## config.mk

```make
export PLATFORM = sky130hd
export DESIGN_NAME = atm_session_ctrl_flat
export DESIGN_NICKNAME = d
export VERILOG_FILES = /design/src/rtl/atm_session_ctrl_if.sv /design/src/rtl/atm_session_ctrl.sv /design/src/flat_wrapper.sv
export SDC_FILE = /design/constraint.sdc
export NUM_CORES = 1
export LEC_CHECK = 0
export BUFFER_PORTS_ARGS = -buffer_cell sky130_fd_sc_hd__clkbuf_2
export CORE_ASPECT_RATIO = 0.5
export CORE_MARGIN = 1.5
export CORE_UTILIZATION = 67
export DETAILED_ROUTE_END_ITERATION = 8
export GPL_ROUTABILITY_DRIVEN = 0
export PLACE_DENSITY = 0.95
export SLEW_MARGIN = 10
export SYNTH_ARGS = -nofsm -noshare
export SYNTH_HDL_FRONTEND = slang
export SYNTH_SLANG_ARGS = --single-unit
```

## constraint.sdc

```tcl
create_clock -name clk -period 18.55 [get_ports clk]
set_clock_uncertainty 0.05 [all_clocks]
set_input_delay 3.71 -clock clk [delete_from_list [all_inputs] [get_ports clk]]
set_output_delay 3.71 -clock clk [all_outputs]
set_load 0.1 [all_outputs]
```

## src/rtl/atm_session_ctrl_if.sv

```systemverilog
// Front-end/back-end bundle for the ATM session controller: table config, card/PIN/op strobes in,
// registered balance, result and state out.
interface atm_session_ctrl_if #(
  parameter int ACC_W = 4,
  parameter int BAL_W = 32,
  parameter int PIN_W = 16
);
  logic             cfg_we;
  logic [ACC_W-1:0] cfg_addr;
  logic [BAL_W-1:0] cfg_balance;
  logic [PIN_W-1:0] cfg_pin;
  logic             card_valid;
  logic [ACC_W-1:0] acc_num;
  logic             pin_valid;
  logic [PIN_W-1:0] pin;
  logic             op_valid;
  logic [2:0]       op;
  logic [BAL_W-1:0] amount;
  logic [PIN_W-1:0] new_pin;
  logic [BAL_W-1:0] balance;
  logic             success;
  logic             done;
  logic [2:0]       err;
  logic [2:0]       state;

  modport master (
    output cfg_we, cfg_addr, cfg_balance, cfg_pin, card_valid, acc_num,
           pin_valid, pin, op_valid, op, amount, new_pin,
    input  balance, success, done, err, state
  );

  modport slave (
    input  cfg_we, cfg_addr, cfg_balance, cfg_pin, card_valid, acc_num,
           pin_valid, pin, op_valid, op, amount, new_pin,
    output balance, success, done, err, state
  );
endinterface

```

## src/rtl/atm_session_ctrl.sv

```systemverilog
// ATM session FSM with on-chip balance/PIN table and lockout; PIN result 1 edge, op result 2 edges after strobe.
// No backpressure: off-state strobes are dropped. Optional inactivity timeout under SESSION_TIMEOUT_EN.
module atm_session_ctrl #(
  parameter int NUM_ACCOUNTS   = 10,
  parameter int ACC_W          = 4,
  parameter int BAL_W          = 32,
  parameter int PIN_W          = 16,
  parameter int MAX_TRIES      = 3,
  parameter int TIMEOUT_CYCLES = 1000
) (
  input  logic               clk,
  input  logic               rst,
  atm_session_ctrl_if.slave  bus
);

  typedef enum logic [2:0] {IDLE = 3'd0, AUTH = 3'd1, MENU = 3'd2, EXEC = 3'd3} state_t;

  localparam logic [2:0] ERR_OK = 3'd0, ERR_BAD_ACC = 3'd1, ERR_BAD_PIN = 3'd2, ERR_LOCKED = 3'd3,
                         ERR_INSUFF = 3'd4, ERR_OVERFLOW = 3'd5, ERR_BAD_OP = 3'd6, ERR_TIMEOUT = 3'd7;
  localparam logic [2:0] OP_BALANCE = 3'd1, OP_WITHDRAW = 3'd2, OP_DEPOSIT = 3'd3,
                         OP_CHANGE_PIN = 3'd4, OP_LOGOUT = 3'd5;
  localparam logic [ACC_W:0] NUM_ACC_L   = (ACC_W+1)'(NUM_ACCOUNTS);
  localparam logic [2:0]     MAX_TRIES_L = 3'(MAX_TRIES);

  // EXEC outcome, staged one edge so table and balance output commit together.
  typedef struct packed {
    logic             ok;
    logic [2:0]       err;
    logic             bal_we;
    logic             pin_we;
    logic [BAL_W-1:0] bal;
  } res_t;

  state_t           state_q, state_d;
  logic [ACC_W-1:0] acc_q, acc_d;
  logic [2:0]       op_q, op_d;
  logic [BAL_W-1:0] amount_q, amount_d;
  logic [PIN_W-1:0] new_pin_q, new_pin_d;
  logic [BAL_W-1:0] balance_q, balance_d;
  logic             success_q, success_d;
  logic             done_q, done_d;
  logic [2:0]       err_q, err_d;
  logic             pend_q, pend_d;
  res_t             res_q, res_d;

  logic [BAL_W-1:0]        bal_tab [NUM_ACCOUNTS];
  logic [PIN_W-1:0]        pin_tab [NUM_ACCOUNTS];
  logic [NUM_ACCOUNTS-1:0] lock_q;
  logic [2:0]              tries_q [NUM_ACCOUNTS];

  logic             cfg_hit, try_clr, try_inc, lock_set;
  logic [2:0]       tries_nxt;
  logic [BAL_W:0]   dep_sum;

`ifdef SESSION_TIMEOUT_EN
  localparam int TMO_W = (TIMEOUT_CYCLES > 2) ? $clog2(TIMEOUT_CYCLES) : 1;
  localparam logic [TMO_W-1:0] TMO_MAX = TMO_W'(TIMEOUT_CYCLES - 1);
  logic [TMO_W-1:0] tmo_q;
  logic             tmo_fire;
`else
  logic unused_tmo;
  assign unused_tmo = ^TIMEOUT_CYCLES;
`endif

  always_comb begin
    cfg_hit   = (state_q == IDLE) && bus.cfg_we && ({1'b0, bus.cfg_addr} < NUM_ACC_L);
    dep_sum   = {1'b0, balance_q} + {1'b0, amount_q};
    tries_nxt = tries_q[acc_q] + 3'd1;
    state_d   = state_q;
    acc_d     = acc_q;
    op_d      = op_q;
    amount_d  = amount_q;
    new_pin_d = new_pin_q;
    balance_d = balance_q;
    success_d = 1'b0;
    done_d    = 1'b0;
    err_d     = err_q;
    pend_d    = 1'b0;
    res_d     = res_q;
    try_clr   = 1'b0;
    try_inc   = 1'b0;
    lock_set  = 1'b0;
`ifdef SESSION_TIMEOUT_EN
    tmo_fire  = 1'b0;
`endif

    if (pend_q) begin
      done_d    = 1'b1;
      success_d = res_q.ok;
      err_d     = res_q.err;
      if (res_q.bal_we) balance_d = res_q.bal;
    end

    unique case (state_q)
      IDLE: begin
        // A pending LOGOUT result owns this cycle's done slot, so card_valid waits.
        if (bus.card_valid && !bus.cfg_we && !pend_q) begin
          if ({1'b0, bus.acc_num} >= NUM_ACC_L) begin
            done_d = 1'b1;
            err_d  = ERR_BAD_ACC;
          end else if (lock_q[bus.acc_num]) begin
            done_d = 1'b1;
            err_d  = ERR_LOCKED;
          end else begin
            acc_d   = bus.acc_num;
            state_d = AUTH;
          end
        end
      end
      AUTH: begin
        if (bus.pin_valid) begin
          done_d = 1'b1;
          if (bus.pin == pin_tab[acc_q]) begin
            try_clr   = 1'b1;
            balance_d = bal_tab[acc_q];
            success_d = 1'b1;
            err_d     = ERR_OK;
            state_d   = MENU;
          end else begin
            try_inc = 1'b1;
            if (tries_nxt >= MAX_TRIES_L) begin
              lock_set = 1'b1;
              err_d    = ERR_LOCKED;
              state_d  = IDLE;
            end else begin
              err_d = ERR_BAD_PIN;
            end
          end
        end
      end
      MENU: begin
        if (bus.op_valid && !pend_q) begin
          op_d      = bus.op;
          amount_d  = bus.amount;
          new_pin_d = bus.new_pin;
          state_d   = EXEC;
        end
      end
      EXEC: begin
        pend_d  = 1'b1;
        res_d   = '0;
        state_d = (op_q == OP_LOGOUT) ? IDLE : MENU;
        unique case (op_q)
          OP_BALANCE:    res_d.ok = 1'b1;
          OP_WITHDRAW: begin
            if (amount_q > balance_q) res_d.err = ERR_INSUFF;
            else begin
              res_d.ok     = 1'b1;
              res_d.bal_we = 1'b1;
              res_d.bal    = balance_q - amount_q;
            end
          end
          OP_DEPOSIT: begin
            if (dep_sum[BAL_W]) res_d.err = ERR_OVERFLOW;
            else begin
              res_d.ok     = 1'b1;
              res_d.bal_we = 1'b1;
              res_d.bal    = dep_sum[BAL_W-1:0];
            end
          end
          OP_CHANGE_PIN: begin
            res_d.ok     = 1'b1;
            res_d.pin_we = 1'b1;
          end
          OP_LOGOUT:     res_d.ok = 1'b1;
          default:       res_d.err = ERR_BAD_OP;
        endcase
      end
      default: state_d = IDLE;
    endcase

`ifdef SESSION_TIMEOUT_EN
    if ((state_q == AUTH || state_q == MENU) && !bus.pin_valid && !bus.op_valid &&
        !pend_q && tmo_q == TMO_MAX) begin
      tmo_fire  = 1'b1;
      done_d    = 1'b1;
      success_d = 1'b0;
      err_d     = ERR_TIMEOUT;
      state_d   = IDLE;
    end
`endif
  end

  always_ff @(posedge clk) begin
    if (rst) begin
      state_q   <= IDLE;
      balance_q <= '0;
      success_q <= 1'b0;
      done_q    <= 1'b0;
      err_q     <= ERR_OK;
      pend_q    <= 1'b0;
    end else begin
      state_q   <= state_d;
      balance_q <= balance_d;
      success_q <= success_d;
      done_q    <= done_d;
      err_q     <= err_d;
      pend_q    <= pend_d;
    end
  end

  always_ff @(posedge clk) begin
    acc_q     <= acc_d;
    op_q      <= op_d;
    amount_q  <= amount_d;
    new_pin_q <= new_pin_d;
    res_q     <= res_d;
  end

  // Table contents survive reset; only a write landing on a reset edge is dropped.
  always_ff @(posedge clk) begin
    if (!rst) begin
      if (cfg_hit) begin
        bal_tab[bus.cfg_addr] <= bus.cfg_balance;
        pin_tab[bus.cfg_addr] <= bus.cfg_pin;
      end
      if (pend_q && res_q.bal_we) bal_tab[acc_q] <= res_q.bal;
      if (pend_q && res_q.pin_we) pin_tab[acc_q] <= new_pin_q;
    end
  end

  always_ff @(posedge clk) begin
    if (rst) begin
      lock_q <= '0;
      for (int i = 0; i < NUM_ACCOUNTS; i++) tries_q[i] <= '0;
    end else if (cfg_hit) begin
      lock_q[bus.cfg_addr]  <= 1'b0;
      tries_q[bus.cfg_addr] <= '0;
    end else begin
      if (try_clr)  tries_q[acc_q] <= '0;
      if (try_inc)  tries_q[acc_q] <= tries_nxt;
      if (lock_set) lock_q[acc_q]  <= 1'b1;
    end
  end

`ifdef SESSION_TIMEOUT_EN
  always_ff @(posedge clk) begin
    if (rst || tmo_fire || !(state_q == AUTH || state_q == MENU) ||
        bus.pin_valid || bus.op_valid || state_d != state_q) tmo_q <= '0;
    else tmo_q <= tmo_q + 1'b1;
  end
`endif

  assign bus.balance = balance_q;
  assign bus.success = success_q;
  assign bus.done    = done_q;
  assign bus.err     = err_q;
  assign bus.state   = state_q;

endmodule

```

## src/flat_wrapper.sv

```systemverilog
// flat-port wrapper written by rule: the top's interface ports become plain ports
module atm_session_ctrl_flat 
#(
  parameter int NUM_ACCOUNTS   = 10,
  parameter int ACC_W          = 4,
  parameter int BAL_W          = 32,
  parameter int PIN_W          = 16,
  parameter int MAX_TRIES      = 3,
  parameter int TIMEOUT_CYCLES = 1000
)
  (clk, rst, bus_cfg_we, bus_cfg_addr, bus_cfg_balance, bus_cfg_pin, bus_card_valid, bus_acc_num, bus_pin_valid, bus_pin, bus_op_valid, bus_op, bus_amount, bus_new_pin, bus_balance, bus_success, bus_done, bus_err, bus_state);
  atm_session_ctrl_if #(.ACC_W(ACC_W), .BAL_W(BAL_W), .PIN_W(PIN_W)) bus_i ();
  input  logic clk;
  input  logic rst;
  input wire logic [$bits(bus_i.cfg_we)-1:0] bus_cfg_we;
  input wire logic [$bits(bus_i.cfg_addr)-1:0] bus_cfg_addr;
  input wire logic [$bits(bus_i.cfg_balance)-1:0] bus_cfg_balance;
  input wire logic [$bits(bus_i.cfg_pin)-1:0] bus_cfg_pin;
  input wire logic [$bits(bus_i.card_valid)-1:0] bus_card_valid;
  input wire logic [$bits(bus_i.acc_num)-1:0] bus_acc_num;
  input wire logic [$bits(bus_i.pin_valid)-1:0] bus_pin_valid;
  input wire logic [$bits(bus_i.pin)-1:0] bus_pin;
  input wire logic [$bits(bus_i.op_valid)-1:0] bus_op_valid;
  input wire logic [$bits(bus_i.op)-1:0] bus_op;
  input wire logic [$bits(bus_i.amount)-1:0] bus_amount;
  input wire logic [$bits(bus_i.new_pin)-1:0] bus_new_pin;
  output wire logic [$bits(bus_i.balance)-1:0] bus_balance;
  output wire logic [$bits(bus_i.success)-1:0] bus_success;
  output wire logic [$bits(bus_i.done)-1:0] bus_done;
  output wire logic [$bits(bus_i.err)-1:0] bus_err;
  output wire logic [$bits(bus_i.state)-1:0] bus_state;
  assign bus_i.cfg_we = bus_cfg_we;
  assign bus_i.cfg_addr = bus_cfg_addr;
  assign bus_i.cfg_balance = bus_cfg_balance;
  assign bus_i.cfg_pin = bus_cfg_pin;
  assign bus_i.card_valid = bus_card_valid;
  assign bus_i.acc_num = bus_acc_num;
  assign bus_i.pin_valid = bus_pin_valid;
  assign bus_i.pin = bus_pin;
  assign bus_i.op_valid = bus_op_valid;
  assign bus_i.op = bus_op;
  assign bus_i.amount = bus_amount;
  assign bus_i.new_pin = bus_new_pin;
  assign bus_balance = bus_i.balance;
  assign bus_success = bus_i.success;
  assign bus_done = bus_i.done;
  assign bus_err = bus_i.err;
  assign bus_state = bus_i.state;
  atm_session_ctrl #(.NUM_ACCOUNTS(NUM_ACCOUNTS), .ACC_W(ACC_W), .BAL_W(BAL_W), .PIN_W(PIN_W), .MAX_TRIES(MAX_TRIES), .TIMEOUT_CYCLES(TIMEOUT_CYCLES)) u_core (.clk(clk), .rst(rst), .bus(bus_i));
endmodule
```

==> results_dict.tcl <==
set metrics [dict create \
    synth_flop_cell "edfxtp_1" \
    vias_per_cell 7.290 \
    hold_buffers 0 \
    clock_path_buffers 3 \
    setup_viol 0 \
    area_delta_synth_final_pct 8.713 \
    setup_tns_ns 0 \
    status "finished, violations left" \
    cts-root-buf "clkbuf_16" \
    finalNetCount 2833 \
    h-tree-depth 2 \
    io_buffers 167 \
    grtUsageTotal_pct 34.50 \
    leakagePower_nw 13.64 \
    coreArea_sq_um 52410 \
    cp.arrival_ns 7.29 \
    period_share_pct 37.95 \
    wl_per_cell_um 28.24 \
    clock_latency_ns 0.64 \
    async_flop_share_pct 0 \
    ys_warn_count 0 \
    routed-via-count 24670 \
    yosys-top-cells-area "edfxtp_1, mux2_2, mux4_2, dfxtp_1, ha_1" \
    synthCells 2586 \
    cts_tree "done" \
    crit_top_cell "buf_4" \
    violations "design-rule violations" \
    grt_max_degree 111 \
    slowest_stage "nand2_1" \
    start_util_pct 68.41 \
    cts_buffers 57 \
    cts_sinks 675 \
    synth-edff-count 621 \
    finalPower_w 0.003130 \
    antenna_found_initial 3 \
    synth_area_sq_um 35860 \
    ctsResizeCount 0 \
    hold_class "reg -> reg" \
    yosysUniqueCellTypes 76 \
    routed_wl_mm 95.56 \
    worstPathMaxFanout 54 \
    final-hold-violation-count 0 \
    grt_first_pass_wirelength_mm 145.0 \
    min_period_ns 7.039 \
    final_util_pct 74.37 \
    max_slew.worst_pin.slew_ns 1.244 \
    powerDensity_nw_per_um2 80.31 \
    critPathLaunchType "input pin" \
    die_h_um 166.6 \
    critPathMaxStageDelay_ns 1.06 \
    rsz0062_at_grt "false" \
    postCtsSetupBuffers 0 \
    pin_count 169 \
    yosysTopAreaCell "edfxtp_1" \
    yosysTopAreaCellShare_pct 52.01 \
    crit_type "in -> reg" \
    crit_required_ns 18.80 \
    dr.pass1.iters 9 \
    grt_pass1_vias 24780 \
    drt_iter0_markers 3695 \
    layoutNonFillerInstCount 3384 \
    cap_violations 0 \
    maxSlewViolCount 0 \
    drive_gt1_share_pct 35.60 \
    relSlewSlack_pct 17.07 \
    drtAntennaViolNets 0 \
    nFillCells 2863 \
    syn_nets 2783 \
    die_w_um 330.2 \
    die_area_sq_um 55000 \
    dpl.cell_count 3277 \
    clkTransAtPathRegs_ns 0.07 \
    drc_errors 9 \
    ys_ff_latch 675 \
    max_freq_mhz 142.1 \
    grt.overflow.total 0 \
    syn_area_per_cell_sq_um 13.87 \
    worstSetupEndpointType "flop" \
    hpwl_mm 55.52 \
    peakVddDrop_uv 72.31 \
    rows 59 \
    path_cells "clkbuf_2 > buf_4 > nor2_1 > nand2_2 > nand2_1 > buf_4" \
    seq_area_frac_synth_pct 55.02 \
]
-- routing by layer --
layer | share of wire [%] | routed length, um | global-route usage [%] | up-vias
li1 | - | - | - | 10140
met1 | 35 | 33090 | 43.84 | 11990
met2 | 48 | 46140 | 56.57 | 2071
met3 | 11 | 10530 | 6.480 | 465
met4 | 6.1 | 5792 | 18.48 | 0
met5 | 0 | 0 | 0 | -
-- state kept, by name, summed over array words and instances, names as in the netlist, named ones only --
| signal | count |
|---|---|
| u_core.acc_q | 4 |
| u_core.amount_q | 32 |
| u_core.bal_tab | 320 |
| u_core.bus.balance | 32 |
| u_core.bus.done | 1 |
| u_core.bus.err | 3 |
| u_core.bus.state | 2 |
| u_core.bus.success | 1 |
| u_core.lock_q | 10 |
| u_core.new_pin_q | 16 |
| u_core.op_q | 3 |
| u_core.pend_q | 1 |
| u_core.pin_tab | 160 |
| u_core.res_q | 38 |
| u_core.tries_q | 48 |
-- synthesized netlist by cell type, types with 9 or more instances --
library cell	instances
a211oi_1	42
a21o_1	15
a21oi_1	120
a221oi_1	21
a311oi_2	33
a31o_1	9
buf_1	33
buf_2	23
clkbuf_1	141
dfxtp_1	54
edfxtp_1	621
ha_1	66
inv_1	79
mux2_2	485
mux2i_1	65
mux4_2	110
nand2_1	112
nand2b_1	12
nand3_1	52
nand4_1	11
nor2_1	129
nor2b_1	39
nor3_1	26
nor4_1	12
o21ai_0	53
o21bai_1	17
o22a_1	23
o31ai_1	11
or3_1	9
xnor2_1	14
xor2_1	31
-- final cells by class --
type	instances	area, sq um	share of cell area [%]
multi-input combinational	1624	15140	38.84
tap	701	877.1	2.250
clock buffer	69	1471	3.775
sequential	675	19740	50.65
inverter	79	296.5	0.7607
timing repair buffer	199	1096	2.812
antenna	3	7.507	0.01926
clock inverter	34	350.3	0.8988
-- layout by cell type (no fill, tap or decap), drive strengths merged, types with 7 or more instances in the layout --
| master | synthesis | routed |
|---|---|---|
| xor2 | 31 | 31 |
| mux2i | 65 | 65 |
| nor2 | 129 | 129 |
| nor2b | 39 | 39 |
| ha | 66 | 66 |
| or2 | 9 | 9 |
| a21oi | 120 | 120 |
| o211ai | 8 | 8 |
| clkinv | 0 | 24 |
| nor3 | 26 | 26 |
| nand2b | 12 | 12 |
| dfxtp | 54 | 54 |
| a211oi | 42 | 42 |
| nand4 | 11 | 11 |
| clkbuf | 142 | 236 |
| nor4 | 12 | 12 |
| nand2 | 112 | 112 |
| a21o | 15 | 15 |
| o31ai | 11 | 11 |
| mux2 | 485 | 485 |
| o22a | 23 | 23 |
| mux4 | 110 | 110 |
| inv | 79 | 83 |
| o31a | 8 | 8 |
| nand3 | 52 | 52 |
| or3 | 9 | 9 |
| a31o | 10 | 10 |
| a221oi | 21 | 21 |
| a31oi | 7 | 7 |
| o21bai | 17 | 17 |
| o21ai | 57 | 57 |
| buf | 66 | 32 |
| edfxtp | 621 | 621 |
| xnor2 | 14 | 14 |
| a311oi | 34 | 34 |
-- final timing paths --
kind | start | endpoint | slack, ns | depth (start not counted)
min | u_core.lock_q[7] | u_core.lock_q[7] | 0.46 | 2
max | rst | u_core.bal_tab[8][29] | 11.51 | 6
min reg2reg | u_core.lock_q[7] | u_core.lock_q[7] | 0.46 | 2
max reg2reg | flop | u_core.bus.balance[7] | 13.35 | 8
-- stage by stage --
stage | setup WS (ns) | hold slack (ns) | area, sq um
6_report | 11.51 | 0.4609 | 38980
5_1_grt | 11.35 | 0.4763 | 38980
4_1_cts | 11.66 | 0.4557 | 38960
3_5_place_dp | 11.04 | 0.4425 | 37140
3_3_place_gp | 11.22 | 0.4247 | 37140
2_1_floorplan | 8.674 | 0.4057 | 35860
-- power breakdown --
| group | leakage [nW] | internal (W) | switching, W |
|---|---|---|---|
| registers | 6.09 | 0.00167 | 0.0000124 |
| logic | 6.66 | 0.000101 | 0.000122 |
| clock network | 0.898 | 0.000652 | 0.000575 |
-- critical path: cells and delay by family --
family	cells	cell delay [ns]
buffers and inverters	3	0.86
and+or+nand+nor	3	2.65
-- logic make-up after synthesis --
| group | after synthesis | share of synthesized area, % |
|---|---|---|
| AOI/OAI and AO/OA | 421 | 8.658 |
| xor gates and xnor gates | 45 | 1.099 |
| adders and majority gates | 68 | 2.415 |
| buffers and inverters | 287 | 3.245 |
| DFF | 675 | 55.02 |
| muxes | 660 | 23.96 |
| other | 1 | 0.01046 |
| and+or+nand+nor | 429 | 5.594 |
Note: power is estimated with default switching activity, not from simulation.
